## config.mk

```make
export PLATFORM = sky130hd
export DESIGN_NAME = draw_sequencer
export DESIGN_NICKNAME = d
export VERILOG_FILES = /design/src/rtl/draw_sequencer.sv
export SDC_FILE = /design/constraint.sdc
export NUM_CORES = 1
export LEC_CHECK = 0
export CORE_UTILIZATION = 50
export CTS_CLUSTER_SIZE = 40
export DETAILED_ROUTE_END_ITERATION = 6
export PLACE_DENSITY = 0.91
export SYNTH_ARGS = -nofsm -noshare
export SYNTH_HDL_FRONTEND = slang
export SYNTH_SLANG_ARGS = --single-unit
```

## constraint.sdc

```tcl
create_clock -name clk -period 2.55 [get_ports clk]
set_input_delay 0.6375 -clock clk [delete_from_list [all_inputs] [get_ports clk]]
set_output_delay 0.6375 -clock clk [all_outputs]
set_load 0.03 [all_outputs]
```

## src/rtl/draw_sequencer.sv

```systemverilog
// draw_sequencer: command FIFO plus dispatcher for the fill, circle and
// Reuleaux drawing engines. Commands are queued, popped one at a time into
// the shared job registers, and the matching engine is run with a level
// start / done handshake. The running engine's pixel stream is forwarded to
// the single VGA adapter write port.
//
// Ports:
//   clk, rst                 clock, asynchronous active-high reset
//   cmd_valid/cmd_ready      command offer / FIFO has room
//   cmd_type/colour/x/y/size command fields (type 3 is reserved, dropped)
//   eng_colour/x/y/size      registered job parameters shared by the engines
//   *_start / *_done         per-engine level handshake
//   fill_*/circ_*/reul_*     per-engine pixel outputs
//   vga_x/y/colour/plot      multiplexed adapter write port
//   busy                     queue non-empty or a job in flight
//   jobs_done                completed-job counter (wraps)
//   drop_err                 sticky: a reserved-type command was discarded
module draw_sequencer #(
    parameter int DEPTH = 4
) (
    input  logic       clk,
    input  logic       rst,
    input  logic       cmd_valid,
    output logic       cmd_ready,
    input  logic [1:0] cmd_type,
    input  logic [2:0] cmd_colour,
    input  logic [7:0] cmd_x,
    input  logic [6:0] cmd_y,
    input  logic [7:0] cmd_size,
    output logic [2:0] eng_colour,
    output logic [7:0] eng_x,
    output logic [6:0] eng_y,
    output logic [7:0] eng_size,
    output logic       fill_start,
    output logic       circ_start,
    output logic       reul_start,
    input  logic       fill_done,
    input  logic       circ_done,
    input  logic       reul_done,
    input  logic [7:0] fill_x,
    input  logic [6:0] fill_y,
    input  logic [2:0] fill_colour,
    input  logic       fill_plot,
    input  logic [7:0] circ_x,
    input  logic [6:0] circ_y,
    input  logic [2:0] circ_colour,
    input  logic       circ_plot,
    input  logic [7:0] reul_x,
    input  logic [6:0] reul_y,
    input  logic [2:0] reul_colour,
    input  logic       reul_plot,
    output logic [7:0] vga_x,
    output logic [6:0] vga_y,
    output logic [2:0] vga_colour,
    output logic       vga_plot,
    output logic       busy,
    output logic [7:0] jobs_done,
    output logic       drop_err
);
    localparam int AW = $clog2(DEPTH);
    localparam int CW = AW + 1;

    typedef struct packed {
        logic [1:0] t;
        logic [2:0] c;
        logic [7:0] x;
        logic [6:0] y;
        logic [7:0] s;
    } cmd_t;

    typedef enum logic [1:0] {S_IDLE, S_DISPATCH, S_RUN, S_RELEASE} state_t;

    cmd_t          r_mem [DEPTH];
    logic [AW-1:0] r_wptr, r_rptr;
    logic [CW-1:0] r_count;
    logic          r_alive;   // holds cmd_ready low until the first edge after reset

    state_t        r_state;
    logic [1:0]    r_type;
    logic          r_first;   // first RUN cycle: done may still be stale
    logic          r_fill_start, r_circ_start, r_reul_start;
    logic [2:0]    r_eng_colour;
    logic [7:0]    r_eng_x, r_eng_size;
    logic [6:0]    r_eng_y;
    logic [7:0]    r_jobs;
    logic          r_drop;

    logic          w_full, w_empty, w_push, w_pop, w_done;
    cmd_t          w_head, w_in;

    assign w_full    = (r_count == CW'(DEPTH));
    assign w_empty   = (r_count == '0);
    assign cmd_ready = r_alive && !w_full;
    // Ready comes from the registered count, so a pop while full does not
    // open a push slot in the same cycle.
    assign w_push    = cmd_valid && cmd_ready;
    assign w_pop     = (r_state == S_IDLE) && !w_empty;
    assign w_head    = r_mem[r_rptr];
    assign w_in      = '{t: cmd_type, c: cmd_colour, x: cmd_x, y: cmd_y, s: cmd_size};

    // Storage needs no reset; pointers and count define the contents.
    always_ff @(posedge clk) begin
        if (w_push) r_mem[r_wptr] <= w_in;
    end

    always_ff @(posedge clk or posedge rst) begin
        if (rst) begin
            r_wptr  <= '0;
            r_rptr  <= '0;
            r_count <= '0;
            r_alive <= 1'b0;
        end else begin
            r_alive <= 1'b1;
            if (w_push) r_wptr <= r_wptr + 1'b1;
            if (w_pop)  r_rptr <= r_rptr + 1'b1;
            case ({w_push, w_pop})
                2'b10:   r_count <= r_count + 1'b1;
                2'b01:   r_count <= r_count - 1'b1;
                default: r_count <= r_count;
            endcase
        end
    end

    always_comb begin
        w_done = 1'b0;
        case (r_type)
            2'd0:    w_done = fill_done;
            2'd1:    w_done = circ_done;
            2'd2:    w_done = reul_done;
            default: w_done = 1'b0;
        endcase
    end

    always_ff @(posedge clk or posedge rst) begin
        if (rst) begin
            r_state      <= S_IDLE;
            r_type       <= 2'd0;
            r_first      <= 1'b0;
            r_fill_start <= 1'b0;
            r_circ_start <= 1'b0;
            r_reul_start <= 1'b0;
            r_eng_colour <= '0;
            r_eng_x      <= '0;
            r_eng_y      <= '0;
            r_eng_size   <= '0;
            r_jobs       <= '0;
            r_drop       <= 1'b0;
        end else begin
            case (r_state)
                S_IDLE: begin
                    if (!w_empty) begin
                        r_type       <= w_head.t;
                        r_eng_colour <= w_head.c;
                        r_eng_x      <= w_head.x;
                        r_eng_y      <= w_head.y;
                        r_eng_size   <= w_head.s;
                        r_state      <= S_DISPATCH;
                    end
                end
                S_DISPATCH: begin
                    if (r_type == 2'd3) begin
                        r_drop  <= 1'b1;
                        r_state <= S_IDLE;
                    end else begin
                        r_fill_start <= (r_type == 2'd0);
                        r_circ_start <= (r_type == 2'd1);
                        r_reul_start <= (r_type == 2'd2);
                        r_first      <= 1'b1;
                        r_state      <= S_RUN;
                    end
                end
                S_RUN: begin
                    r_first <= 1'b0;
                    if (!r_first && w_done) begin
                        r_fill_start <= 1'b0;
                        r_circ_start <= 1'b0;
                        r_reul_start <= 1'b0;
                        r_state      <= S_RELEASE;
                    end
                end
                S_RELEASE: begin
                    // Start stays low here and through IDLE/DISPATCH, giving
                    // the engine time to drop done before the next job.
                    r_jobs  <= r_jobs + 1'b1;
                    r_state <= S_IDLE;
                end
                default: r_state <= S_IDLE;
            endcase
        end
    end

    always_comb begin
        vga_x      = '0;
        vga_y      = '0;
        vga_colour = '0;
        vga_plot   = 1'b0;
        if (r_state == S_RUN) begin
            case (r_type)
                2'd0: begin
                    vga_x = fill_x; vga_y = fill_y; vga_colour = fill_colour; vga_plot = fill_plot;
                end
                2'd1: begin
                    vga_x = circ_x; vga_y = circ_y; vga_colour = circ_colour; vga_plot = circ_plot;
                end
                2'd2: begin
                    vga_x = reul_x; vga_y = reul_y; vga_colour = reul_colour; vga_plot = reul_plot;
                end
                default: ;
            endcase
        end
    end

    assign fill_start = r_fill_start;
    assign circ_start = r_circ_start;
    assign reul_start = r_reul_start;
    assign eng_colour = r_eng_colour;
    assign eng_x      = r_eng_x;
    assign eng_y      = r_eng_y;
    assign eng_size   = r_eng_size;
    assign jobs_done  = r_jobs;
    assign drop_err   = r_drop;
    assign busy       = (r_state != S_IDLE) || !w_empty;
endmodule

```

==> impl_results.md <==
* Status: finished, final reports clean
* M2 GR Usage at 38.46%
* R2r endpoint: r_count[2]
* Synth Instances at 390
* Via count at 3989
* Slowest cell delay on critical path at 460 ps
* Clock root buffer master: clkbuf_16
* Hold-fix buffers, CTS at 0
* IO Port Bufs at 149
* Hpwl dp at 8937 um
* Initial DRC count at 253
* Synth area leaders: edfxtp_1 (50%), dfrtp_1 (19%), mux4_2 (9.4%)
* R2R Setup Slk at 390 ps
* Crit path from: r_type[0]
* CP Cell Sequence: buf_6 -> nor2b_2 -> clkbuf_4 -> a21oi_1 -> nor2_1 -> buf_4
* # diodes at 0
* Clk slew on worst S/H paths at 60 ps
* Grt met1 use at 24.83%
* Placer Congestion at 0.7941
* Final hold violations at 0
* WL/cell at 19.03 um
* Type of the worst min-delay path: flop to flop
* # Max-Cap Violations at 0
* Die height at 117.6 um
* P&R area growth vs syn at 35.51%
* Mapped Avg Cell Area at 17.12 um2
* Critical path class: flop to output port
* Post-synth EDFFs at 112
* Ys Warns at 0
* Initial antenna violation count at 0
* # DRC at 0
* Global routing usage on met3 at 6.056%
* Tmin final at 2502 ps
* Die Span X at 117.6 um
* CTS tree: yes
* Library cells used by synthesis at 34
* Fin. max-slew vios at 0
* Die outline area at 13820 um2
* Clock Latency Late Sink at 420 ps
* Max Clock Freq at 399.8 MHz
* Core area at 12820 um2
* Share of layout cells above drive strength 1 at 24.12%
* Worst setup SP type: flop
* GR Util All Layers at 21.67%
* Critical path endpoint: vga_x[5]
* Setup TNS at 0 ps
* Routed Antenna Nets at 0
* Num ports at 150
* Sink Count at 163
* First-pass GRT wire length at 22160 um
* Max H-tree Level at 4
* Register area share after synthesis at 69.48%
* Final period utilization at 98.10%
* Share of synthesized registers carrying an async set or reset at 31.29%
* Cell area after synthesis at 6678 um2
* Pre-antenna DRT Iters at 6
* Vias in the first global route at 4214
* CP arrival at 1860 ps
* Worst Reg-to-Reg Cells at 10
* Row count at 41
* P per Cell Area at 1184 nW/um2
* Post-synth net total at 488
* Worst path required time at 1910 ps
* Main synth FF type: edfxtp_1
* Vias per inst at 5.391
* Global route hottest layer: met2
* Postcts setup bufs at 0
* Largest net degree at the start of global routing at 52
* Yosys top cell by area: edfxtp_1
* Worst VDD drop at 0.8171 mV
* Final nets at 653
* Initial core utilization at 52.07%
* CTS Buffer Depth at 2
* Yosys top cell area share at 50.37%
* R2R Path Start: r_count[0]
* Static Leakage at 3.385 nW
* Synthesis-stage register bit count at 163
* CP max FO at 11
* Routed Wire Length at 14090 um
* CP endpoint kind: output port
* Clock Skew at 6.520 ps
* Number of CTS-inserted buffers at 17
* Design Power at 0.01071 W
* Final Setup Violations at 0
* Grt ovf at 0
* Slowest CP cell: dfrtp_2
==> logic make-up after synthesis <==
logic type	synth area share, %
flip-flops	69.48
adder cells (fa/ha/maj)	1.424
XOR/XNOR	1.705
AO/OA/AOI/OAI	2.005
buffers and inverters	2.042
multiplexers	18.40
other	0.05616
AND/OR/NAND/NOR	4.890
==> registers in the layout, summed over array words and instances (netlist names), named ones only <==
signal      cells
r_mem         112
eng_size        8
eng_x           8
jobs_done       8
eng_y           7
eng_colour      3
r_count         3
r_rptr          2
r_type          2
r_wptr          2
circ_start      1
drop_err        1
fill_start      1
r_alive         1
r_first         1
r_state         1
reul_start      1
==> critical path: cells and delay by family (launching register included) <==
kind | cells | cell delay [ps]
simple gates | 2 | 310
flops | 1 | 460
compound gates | 1 | 80
buf+inv | 3 | 590
==> synthesized netlist by cell type (3+ instances only) <==
master    number
nand3_1        4
clkbuf_1       5
inv_1         11
mux2_4         4
xor2_1         3
dfrtp_1       51
xnor2_1       10
a21oi_1       19
mux2i_1       20
and3_1         5
ha_1           6
nand2_1        6
mux2_2        30
mux4_2        28
buf_2         13
nor2_1        40
edfxtp_1     112
==> worst min path at each step <==
stage / start / to / slack (ps) / depth (start not counted)
after floorplan: r_count[0] / r_count[0] / 460 / 1
after global placement: jobs_done[7] / jobs_done[7] / 460 / 1
after detailed placement: drop_err / drop_err / 480 / 1
after CTS: drop_err / drop_err / 490 / 1
after global routing: drop_err / drop_err / 500 / 1
final: jobs_done[7] / jobs_done[7] / 490 / 1
==> power breakdown <==
part | switching [W] | internal [W]
registers | 0.000418 | 0.00344
logic | 0.00224 | 0.00214
clock network | 0.000958 | 0.00152
total | 0.00361 | 0.00710
==> metrics by stage <==
step / cells / util, % / area, um2 / hold WS (ps) / worst slack, ps
after floorplan: 390 / - / 6678 / 459.6 / 188.0
after global placement: 707 / 65.87 / 8448 / 463.1 / 136.4
after detailed placement: 707 / 65.87 / 8448 / 480.2 / 80.12
after CTS: 739 / 70.40 / 9029 / 493.2 / 23.08
after global routing: 740 / 70.56 / 9049 / 503.0 / -12.85
final: 740 / 70.56 / 9049 / 491.2 / 48.44
==> area by class of cell <==
class	count	area [um2]
flip-flops and latches	163	4643
fillers	818	3776
multi-input cells	197	1912
repair buffers	165	1662
clock buffers	20	436.7
well taps	172	215.2
clock inverters	12	138.9
inverters	11	41.29
==> layer usage <==
layer | wire length (um) | share of wire, %
met1 | 5629 | 40
met2 | 7595 | 54
met3 | 652 | 4.6
met4 | 208 | 1.5
met5 | 0 | 0
==> cells in the final DEF, fill, tap and decap left out, types with 3 or more instances in the layout <==
| cell type | n |
|---|---|
| xor2_1 | 3 |
| edfxtp_1 | 112 |
| clkinv_2 | 6 |
| clkbuf_1 | 3 |
| buf_12 | 7 |
| dfrtp_1 | 48 |
| nor2_1 | 40 |
| buf_4 | 24 |
| clkbuf_16 | 17 |
| and3_2 | 4 |
| ha_1 | 6 |
| nand2_1 | 5 |
| dfrtp_2 | 3 |
| mux2_2 | 30 |
| clkdlybuf4s50_1 | 129 |
| xnor2_1 | 10 |
| mux4_2 | 28 |
| inv_1 | 10 |
| bufinv_16 | 3 |
| mux2_4 | 4 |
| nand3_1 | 4 |
| buf_6 | 3 |
| mux2i_1 | 20 |
| a21oi_1 | 19 |
==> timing repair <==
action	4_1_cts	5_1_grt
gates resized for setup	3	6
gates cloned	0	1
endpoints found under the setup margin	20	16
(Power assumes the default switching activity.)
